## config.mk

```make
export PLATFORM = sky130hd
export DESIGN_NAME = rasterizer_scan_controller
export DESIGN_NICKNAME = d
export VERILOG_FILES = /design/src/rtl/rasterizer_pkg.sv /design/src/rtl/rasterizer_bounding_box.sv /design/src/rtl/rasterizer_scan_controller.sv
export SDC_FILE = /design/constraint.sdc
export NUM_CORES = 1
export LEC_CHECK = 0
export ABC_AREA = 0
export BUFFER_PORTS_ARGS = -buffer_cell sky130_fd_sc_hd__buf_2
export CAP_MARGIN = 20
export CORE_MARGIN = 4
export CORE_UTILIZATION = 30
export CTS_BUF_LIST = sky130_fd_sc_hd__clkbuf_8 sky130_fd_sc_hd__clkbuf_16
export DETAILED_ROUTE_END_ITERATION = 16
export PLACE_DENSITY = 0.48
export SLEW_MARGIN = 20
export SYNTH_ARGS = -nofsm -noshare
export SYNTH_HDL_FRONTEND = slang
export SYNTH_HIERARCHICAL = 1
export SYNTH_SLANG_ARGS = --single-unit
export TNS_END_PERCENT = 1
```

## constraint.sdc

```tcl
create_clock -name i_clk -period 6.08 [get_ports i_clk]
set_input_delay 1.216 -clock i_clk [delete_from_list [all_inputs] [get_ports i_clk]]
set_output_delay 1.216 -clock i_clk [all_outputs]
set_load 0.05 [all_outputs]
```

## src/rtl/rasterizer_pkg.sv

```systemverilog
// Shared types and sizing helpers for the triangle rasterizer scan path.
// Holds the scan FSM state encoding and the coordinate width functions.
package rasterizer_pkg;

   localparam int DEF_VERT_RESOLUTION  = 60;
   localparam int DEF_HORIZ_RESOLUTION = 80;

   typedef enum logic [2:0] {
      ST_IDLE,
      ST_LOAD,
      ST_WAIT_LOADED,
      ST_SETTLE,
      ST_EMIT,
      ST_DONE
   } scan_state_e;

   // A resolution of 1 still needs a one-bit coordinate.
   function automatic int calc_xw(input int horiz_resolution);
      return (horiz_resolution > 1) ? $clog2(horiz_resolution) : 1;
   endfunction

   function automatic int calc_yw(input int vert_resolution);
      return (vert_resolution > 1) ? $clog2(vert_resolution) : 1;
   endfunction

endpackage

```

## src/rtl/rasterizer_bounding_box.sv

```systemverilog
// Combinational bounding box of three vertices, each bound clamped to the
// last on-screen column/row so the scan never leaves the screen.
module rasterizer_bounding_box
   import rasterizer_pkg::*;
#(
   parameter int VERT_RESOLUTION  = DEF_VERT_RESOLUTION,
   parameter int HORIZ_RESOLUTION = DEF_HORIZ_RESOLUTION,
   localparam int XW = calc_xw(HORIZ_RESOLUTION),
   localparam int YW = calc_yw(VERT_RESOLUTION)
) (
   input  logic [XW-1:0] point_0_x_i,
   input  logic [YW-1:0] point_0_y_i,
   input  logic [XW-1:0] point_1_x_i,
   input  logic [YW-1:0] point_1_y_i,
   input  logic [XW-1:0] point_2_x_i,
   input  logic [YW-1:0] point_2_y_i,
   output logic [XW-1:0] xmin_o,
   output logic [XW-1:0] xmax_o,
   output logic [YW-1:0] ymin_o,
   output logic [YW-1:0] ymax_o
);

   localparam logic [XW-1:0] X_LIMIT = XW'(HORIZ_RESOLUTION - 1);
   localparam logic [YW-1:0] Y_LIMIT = YW'(VERT_RESOLUTION - 1);

   logic [XW-1:0] x_lo, x_hi;
   logic [YW-1:0] y_lo, y_hi;

   always_comb begin
      x_lo = point_0_x_i;
      x_hi = point_0_x_i;
      if (point_1_x_i < x_lo) x_lo = point_1_x_i;
      if (point_2_x_i < x_lo) x_lo = point_2_x_i;
      if (point_1_x_i > x_hi) x_hi = point_1_x_i;
      if (point_2_x_i > x_hi) x_hi = point_2_x_i;

      y_lo = point_0_y_i;
      y_hi = point_0_y_i;
      if (point_1_y_i < y_lo) y_lo = point_1_y_i;
      if (point_2_y_i < y_lo) y_lo = point_2_y_i;
      if (point_1_y_i > y_hi) y_hi = point_1_y_i;
      if (point_2_y_i > y_hi) y_hi = point_2_y_i;
   end

   assign xmin_o = (x_lo > X_LIMIT) ? X_LIMIT : x_lo;
   assign xmax_o = (x_hi > X_LIMIT) ? X_LIMIT : x_hi;
   assign ymin_o = (y_lo > Y_LIMIT) ? Y_LIMIT : y_lo;
   assign ymax_o = (y_hi > Y_LIMIT) ? Y_LIMIT : y_hi;

endmodule

```

## src/rtl/rasterizer_scan_controller.sv

```systemverilog
// Loads one triangle into the intersection detector, sweeps its clamped
// bounding box row-major and streams out every point reported inside.
module rasterizer_scan_controller
   import rasterizer_pkg::*;
#(
   parameter int VERT_RESOLUTION  = DEF_VERT_RESOLUTION,
   parameter int HORIZ_RESOLUTION = DEF_HORIZ_RESOLUTION,
   parameter int DETECT_LATENCY   = 4,
   localparam int XW = calc_xw(HORIZ_RESOLUTION),
   localparam int YW = calc_yw(VERT_RESOLUTION)
) (
   input  logic          i_clk,
   input  logic          i_arst,
   input  logic          i_start,
   input  logic [XW-1:0] i_triangle_point_0_x,
   input  logic [YW-1:0] i_triangle_point_0_y,
   input  logic [XW-1:0] i_triangle_point_1_x,
   input  logic [YW-1:0] i_triangle_point_1_y,
   input  logic [XW-1:0] i_triangle_point_2_x,
   input  logic [YW-1:0] i_triangle_point_2_y,
   output logic          o_busy,
   output logic          o_load_triangle,
   output logic [XW-1:0] o_triangle_point_0_x,
   output logic [YW-1:0] o_triangle_point_0_y,
   output logic [XW-1:0] o_triangle_point_1_x,
   output logic [YW-1:0] o_triangle_point_1_y,
   output logic [XW-1:0] o_triangle_point_2_x,
   output logic [YW-1:0] o_triangle_point_2_y,
   input  logic          i_triangle_loaded,
   output logic [2*XW-1:0] o_current_point_x,
   output logic [2*YW-1:0] o_current_point_y,
   input  logic          i_point_inside_triangle,
   output logic          o_pixel_valid,
   output logic [XW-1:0] o_pixel_x,
   output logic [YW-1:0] o_pixel_y,
   input  logic          i_pixel_ready,
   output logic          o_done
);

   localparam int CW = (DETECT_LATENCY > 1) ? $clog2(DETECT_LATENCY) : 1;
   localparam logic [CW-1:0] LAST_CNT = CW'(DETECT_LATENCY - 1);

   scan_state_e   state_q;
   logic          busy_q, load_q, done_q, pixel_valid_q;
   logic [XW-1:0] p0x_q, p1x_q, p2x_q;
   logic [YW-1:0] p0y_q, p1y_q, p2y_q;
   logic [XW-1:0] xmin_q, xmax_q, cur_x_q, cur_x_d, pixel_x_q;
   logic [YW-1:0] ymin_q, ymax_q, cur_y_q, cur_y_d, pixel_y_q;
   logic [CW-1:0] cnt_q;
   logic [XW-1:0] box_xmin_d, box_xmax_d;
   logic [YW-1:0] box_ymin_d, box_ymax_d;
   logic          last_point, point_done;

   rasterizer_bounding_box #(
      .VERT_RESOLUTION (VERT_RESOLUTION),
      .HORIZ_RESOLUTION(HORIZ_RESOLUTION)
   ) u_bounding_box (
      .point_0_x_i(i_triangle_point_0_x),
      .point_0_y_i(i_triangle_point_0_y),
      .point_1_x_i(i_triangle_point_1_x),
      .point_1_y_i(i_triangle_point_1_y),
      .point_2_x_i(i_triangle_point_2_x),
      .point_2_y_i(i_triangle_point_2_y),
      .xmin_o     (box_xmin_d),
      .xmax_o     (box_xmax_d),
      .ymin_o     (box_ymin_d),
      .ymax_o     (box_ymax_d)
   );

   always_comb begin
      last_point = (cur_x_q == xmax_q) && (cur_y_q == ymax_q);
      if (cur_x_q == xmax_q) begin
         cur_x_d = xmin_q;
         cur_y_d = cur_y_q + 1'b1;
      end else begin
         cur_x_d = cur_x_q + 1'b1;
         cur_y_d = cur_y_q;
      end
   end

   // A point retires either on an outside sample or on a completed handshake.
   assign point_done = ((state_q == ST_SETTLE) && (cnt_q == LAST_CNT) && !i_point_inside_triangle)
                    || ((state_q == ST_EMIT) && i_pixel_ready);

   always_ff @(posedge i_clk or posedge i_arst) begin
      if (i_arst) begin
         state_q       <= ST_IDLE;
         busy_q        <= 1'b0;
         load_q        <= 1'b0;
         done_q        <= 1'b0;
         pixel_valid_q <= 1'b0;
         pixel_x_q     <= '0;
         pixel_y_q     <= '0;
         p0x_q         <= '0;
         p0y_q         <= '0;
         p1x_q         <= '0;
         p1y_q         <= '0;
         p2x_q         <= '0;
         p2y_q         <= '0;
         xmin_q        <= '0;
         xmax_q        <= '0;
         ymin_q        <= '0;
         ymax_q        <= '0;
         cur_x_q       <= '0;
         cur_y_q       <= '0;
         cnt_q         <= '0;
      end else begin
         case (state_q)
            ST_IDLE: begin
               if (i_start) begin
                  p0x_q   <= i_triangle_point_0_x;
                  p0y_q   <= i_triangle_point_0_y;
                  p1x_q   <= i_triangle_point_1_x;
                  p1y_q   <= i_triangle_point_1_y;
                  p2x_q   <= i_triangle_point_2_x;
                  p2y_q   <= i_triangle_point_2_y;
                  xmin_q  <= box_xmin_d;
                  xmax_q  <= box_xmax_d;
                  ymin_q  <= box_ymin_d;
                  ymax_q  <= box_ymax_d;
                  busy_q  <= 1'b1;
                  load_q  <= 1'b1;
                  state_q <= ST_LOAD;
               end
            end
            ST_LOAD: begin
               load_q  <= 1'b0;
               state_q <= ST_WAIT_LOADED;
            end
            ST_WAIT_LOADED: begin
               if (i_triangle_loaded) begin
                  cur_x_q <= xmin_q;
                  cur_y_q <= ymin_q;
                  cnt_q   <= '0;
                  state_q <= ST_SETTLE;
               end
            end
            ST_SETTLE, ST_EMIT: begin
               if (point_done) begin
                  pixel_valid_q <= 1'b0;
                  if (last_point) begin
                     done_q  <= 1'b1;
                     busy_q  <= 1'b0;
                     state_q <= ST_DONE;
                  end else begin
                     cur_x_q <= cur_x_d;
                     cur_y_q <= cur_y_d;
                     cnt_q   <= '0;
                     state_q <= ST_SETTLE;
                  end
               end else if (state_q == ST_SETTLE) begin
                  if (cnt_q == LAST_CNT) begin
                     pixel_valid_q <= 1'b1;
                     pixel_x_q     <= cur_x_q;
                     pixel_y_q     <= cur_y_q;
                     state_q       <= ST_EMIT;
                  end else begin
                     cnt_q <= cnt_q + 1'b1;
                  end
               end
            end
            ST_DONE: begin
               done_q  <= 1'b0;
               state_q <= ST_IDLE;
            end
            default: state_q <= ST_IDLE;
         endcase
      end
   end

   assign o_busy               = busy_q;
   assign o_load_triangle      = load_q;
   assign o_done               = done_q;
   assign o_triangle_point_0_x = p0x_q;
   assign o_triangle_point_0_y = p0y_q;
   assign o_triangle_point_1_x = p1x_q;
   assign o_triangle_point_1_y = p1y_q;
   assign o_triangle_point_2_x = p2x_q;
   assign o_triangle_point_2_y = p2y_q;
   assign o_current_point_x    = {{XW{1'b0}}, cur_x_q};
   assign o_current_point_y    = {{YW{1'b0}}, cur_y_q};
   assign o_pixel_valid        = pixel_valid_q;
   assign o_pixel_x            = pixel_x_q;
   assign o_pixel_y            = pixel_y_q;

endmodule

```

==> results.cfg <==
[run_status]
status = complete, no violations

[floorplan]
row_count = 52
die_y_um = 152
die_w_um = 152
placeableCoreArea_mm2 = 0.0204
floorplan.initialDensity_pct = 30.7
boundaryPins = 127
floorplan.die_area_mm2 = 0.0232

[worst_setup_path]
critical_path.max_fanout = 12
worstReg2RegEnd = cur_y_q[0]$_DFFE_PP0P_
critical_path.slowest_cell = a21o_1
critical-path-max-stage-delay_ps = 420
cp_cell_sequence = buf_2, inv_1, ha_1, a21oi_1, nor2_1, a211o_1, o21ai_2, mux2i_1, ha_1, a21oi_1, nor2_1, a211oi_1, a21o_1, nor2_1, o21ai_1, nand2_1, mux2_2
path_class = input pin to flop
reg2regPathDepth = 6
required_ps = 6310
worst_r2r_startpoint = cur_x_q[2]$_DFFE_PP0P_
path_common_cell = nor2_1
critPathArrivalTime_ps = 5010
reg2reg_setup_slack_ps = 3600
worst_setup_path_end_kind = flop
worst_setup_path_start_kind = input pin

[yosys]
synth_ff_type = dfrtp_1
synth-seq-cells = 100
synth.top_cells.by_area = dfrtp_1 40%, mux2_2 14%, ha_1 8.0%, mux2i_1 5.3%, a21oi_1 3.4%
sequential_area_share_after_synthesis_pct = 40.0
syn-instance-count = 592
synth_area_mm2 = 0.00626
synthesis.area_per_instance_um2 = 10.6
synthDistinctLibCells = 66
async_flop_share_pct = 100
post-synth-top-area-cell = dfrtp_1
yosys.area.top_type_share_pct = 40.0
post_synth_edffs = 0
synth.yosys.warnings = 6

[global_route]
pin_count_of_the_biggest_net_entering_global_routing = 67
grt_use_met2_pct = 20.3
antenna_violations_before_repair = 0
grt_pass1_wl_mm = 25.8
grt-ovfl-total = 0
grt_most_used_layer = met2
grt_use_met1_pct = 18.8
groute.usage.overall_pct = 13.3
grt_pass1_vias = 4919
grt_util_met3_pct = 2.87

[route]
antenna_violating_nets_post_route = 0
drtPass1Iterations = 5
drc_errors = 0
overall_routed_net_length_mm = 15.6
drt-vias-per-instance = 5.00
vias = 4846
detailedRoute.firstIterationViolations = 130
wire_per_inst_um = 16.1

[pwr]
share_clk_of_total_power_pct = 14.8
seq_power_share_pct = 31.7
cellInternalPower_uw = 2000
power_leakage_uw = 0.00348
power_frac_comb_pct = 53.5
pwr_density_cell_mw_per_mm2 = 540
switching_power_uw = 1960
swShare_pct = 49.5
worst_ir_drop_vdd_mv = 0.298

[layout]
design.final.nets = 780
nFillCells = 2075
area_growth_syn_to_layout_pct = 16.8
antennaDiodeCount = 0
drive_gt1_share_pct = 33.1
multi_input_area_mm2 = 0.00348
layout.area.seq_mm2 = 0.00250
final-instance-count-excl-fill = 970

[timing]
timing.slew.headroom_pct = 41.6
finalHoldViolCount = 0
setup_violations = 0
tightest_slew_ps = 877
clock_skew_ps = 6.51
finalSetupTns_ps = 0
period_needed_ps = 4780
max_clock_freq_ghz = 0.209
rsz0062_at_grt = no
drv_slew = 0
finalCritPeriodShare_pct = 78.6

[clocking]
clock_tree.root_cell = clkbuf_16
resized_after_cts = 0
cts_made_buffers = 9
tritoncts_num_sinks = 100
cts-root-to-sink-buffers = 2
clock_input_transition_at_the_sequential_cells_of_the_worst_setup_and_hold_paths_ps = 70
clk-insertion-delay-late_ps = 350
cts_tree = built
cts_setup_buffers = 0
cts_max_level = 3
cts-hold-fix-buffers = 0

[min_path]
hold-path-cell-count = 1
hp-class = flop to flop
whs_endpoint = o_busy$_DFFE_PP0P_
hold_path.startpoint = o_busy$_DFFE_PP0P_

[flow_run]
max_cap_violations = 0

[placement]
placed_wire_length_estimate_after_detailed_placement_mm = 12.0
final_gp_congestion = 0.856
count_of_buffers_from_port_buffering = 113
dp_cells = 954
==> cell type report <==
cell class	instances	area share, %
inverters	31	1.63
well taps	270	4.62
multi-input cells	438	47.6
clock inverters	6	0.787
repair buffers	115	7.94
flip-flops and latches	100	34.2
clock buffers	10	3.27
==> synth_stat cells, types with 3 or more instances <==
| master | n |
|---|---|
| inv_1 | 31 |
| nor2b_1 | 5 |
| o21ai_1 | 3 |
| nand2_1 | 30 |
| nand2b_1 | 5 |
| nand4_1 | 9 |
| xor2_1 | 9 |
| mux2_1 | 5 |
| dfrtp_1 | 100 |
| mux2_4 | 3 |
| o21ai_0 | 21 |
| xnor2_1 | 4 |
| buf_1 | 4 |
| a21o_1 | 12 |
| buf_2 | 9 |
| nor2_1 | 40 |
| mux2i_1 | 33 |
| nand3_1 | 20 |
| a21oi_1 | 42 |
| mux2_2 | 80 |
| a211oi_1 | 10 |
| buf_4 | 13 |
| ha_1 | 40 |
| and2_1 | 4 |
| buf_6 | 3 |
| a31oi_1 | 3 |
| clkbuf_1 | 5 |
| a21oi_2 | 6 |
==> through the flow <==
stage | setup WS (ps) | power (uW) | area (um2) | utilization (%) | hold slack [ps]
after floorplan | 1420 | 2930 | 6300 | - | 470
after global placement | 1220 | 3370 | 7020 | 34.5 | 472
after detailed placement | 1080 | 3400 | 7020 | 34.5 | 479
after CTS | 1420 | 4010 | 7310 | 35.9 | 494
after global routing | 1000 | 4240 | 7310 | 35.9 | 512
final | 1300 | 3950 | 7310 | 35.9 | 488
==> cell usage in the layout (no fill, tap or decap), types with 6 or more instances in the layout <==
cell / synthesis / final
a211oi_1: 10 / 10
a21o_1: 12 / 12
a21oi_1: 42 / 42
a21oi_2: 6 / 6
buf_2: 9 / 113
clkbuf_16: 0 / 9
conb_1: 1 / 13
dfrtp_1: 100 / 100
ha_1: 40 / 40
inv_1: 31 / 33
mux2_2: 80 / 80
mux2i_1: 33 / 33
nand2_1: 30 / 30
nand3_1: 20 / 20
nand4_1: 9 / 9
nor2_1: 40 / 39
o21ai_0: 21 / 21
xor2_1: 9 / 9
==> worst max path at each step <==
stage                            start               endpoint  cells past startpoint
2_1_floorplan  i_triangle_point_0_x[4]  xmin_q[4]$_DFFE_PP0P_                     16
3_3_place_gp   i_triangle_point_0_x[4]  xmax_q[2]$_DFFE_PP0P_                     17
3_5_place_dp   i_triangle_point_0_x[4]  xmax_q[0]$_DFFE_PP0P_                     17
4_1_cts        i_triangle_point_0_x[4]  xmax_q[0]$_DFFE_PP0P_                     17
5_1_grt        i_triangle_point_0_x[4]  xmax_q[0]$_DFFE_PP0P_                     17
6_report       i_triangle_point_0_x[4]  xmax_q[0]$_DFFE_PP0P_                     17
==> metal layers <==
| metal | vias up | routed length [um] |
|---|---|---|
| li1 | 2320 | - |
| met1 | 2359 | 7630 |
| met2 | 153 | 6810 |
| met3 | 14 | 913 |
| met4 | 0 | 222 |
| met5 | - | 0 |
==> kinds of logic (layout without fill, tap and decap cells) <==
family / count (synthesis) / in the layout / synth area share, %
AOI/OAI and AO/OA: 118 / 118 / 12.6
adders and majority gates: 40 / 40 / 8.00
and+or+nand+nor: 133 / 133 / 11.0
buffers and inverters: 66 / 162 / 5.30
muxes: 121 / 121 / 21.3
other: 1 / 13 / 0.0599
DFF: 100 / 100 / 40.0
xor gates and xnor gates: 13 / 13 / 1.82
==> flip-flops by register name, summed over array words and instances, names as in the netlist, 7 cells and up <==
signal and cells:
cur_x_q 7, o_pixel_x 7, o_triangle_point_0_x 7, o_triangle_point_1_x 7, o_triangle_point_2_x 7, xmax_q 7
xmin_q 7
==> critical path, delay by kind of cell <==
family | cells | cell delay, ps
adders and majority gates | 2 | 600
muxes | 2 | 590
AOI/OAI and AO/OA | 7 | 2070
buffers and inverters | 2 | 190
and+or+nand+nor | 4 | 340
==> power groups by stage <==
stage	sequential (uW)	clock [uW]	combinational [uW]
global placement	1260	0	2100
floorplan	1970	0	962
global route	1310	633	2290
detailed placement	1280	0	2120
finish	1250	583	2120
CTS	1270	609	2130
No activity file was read; power rests on OpenSTA's default activity.
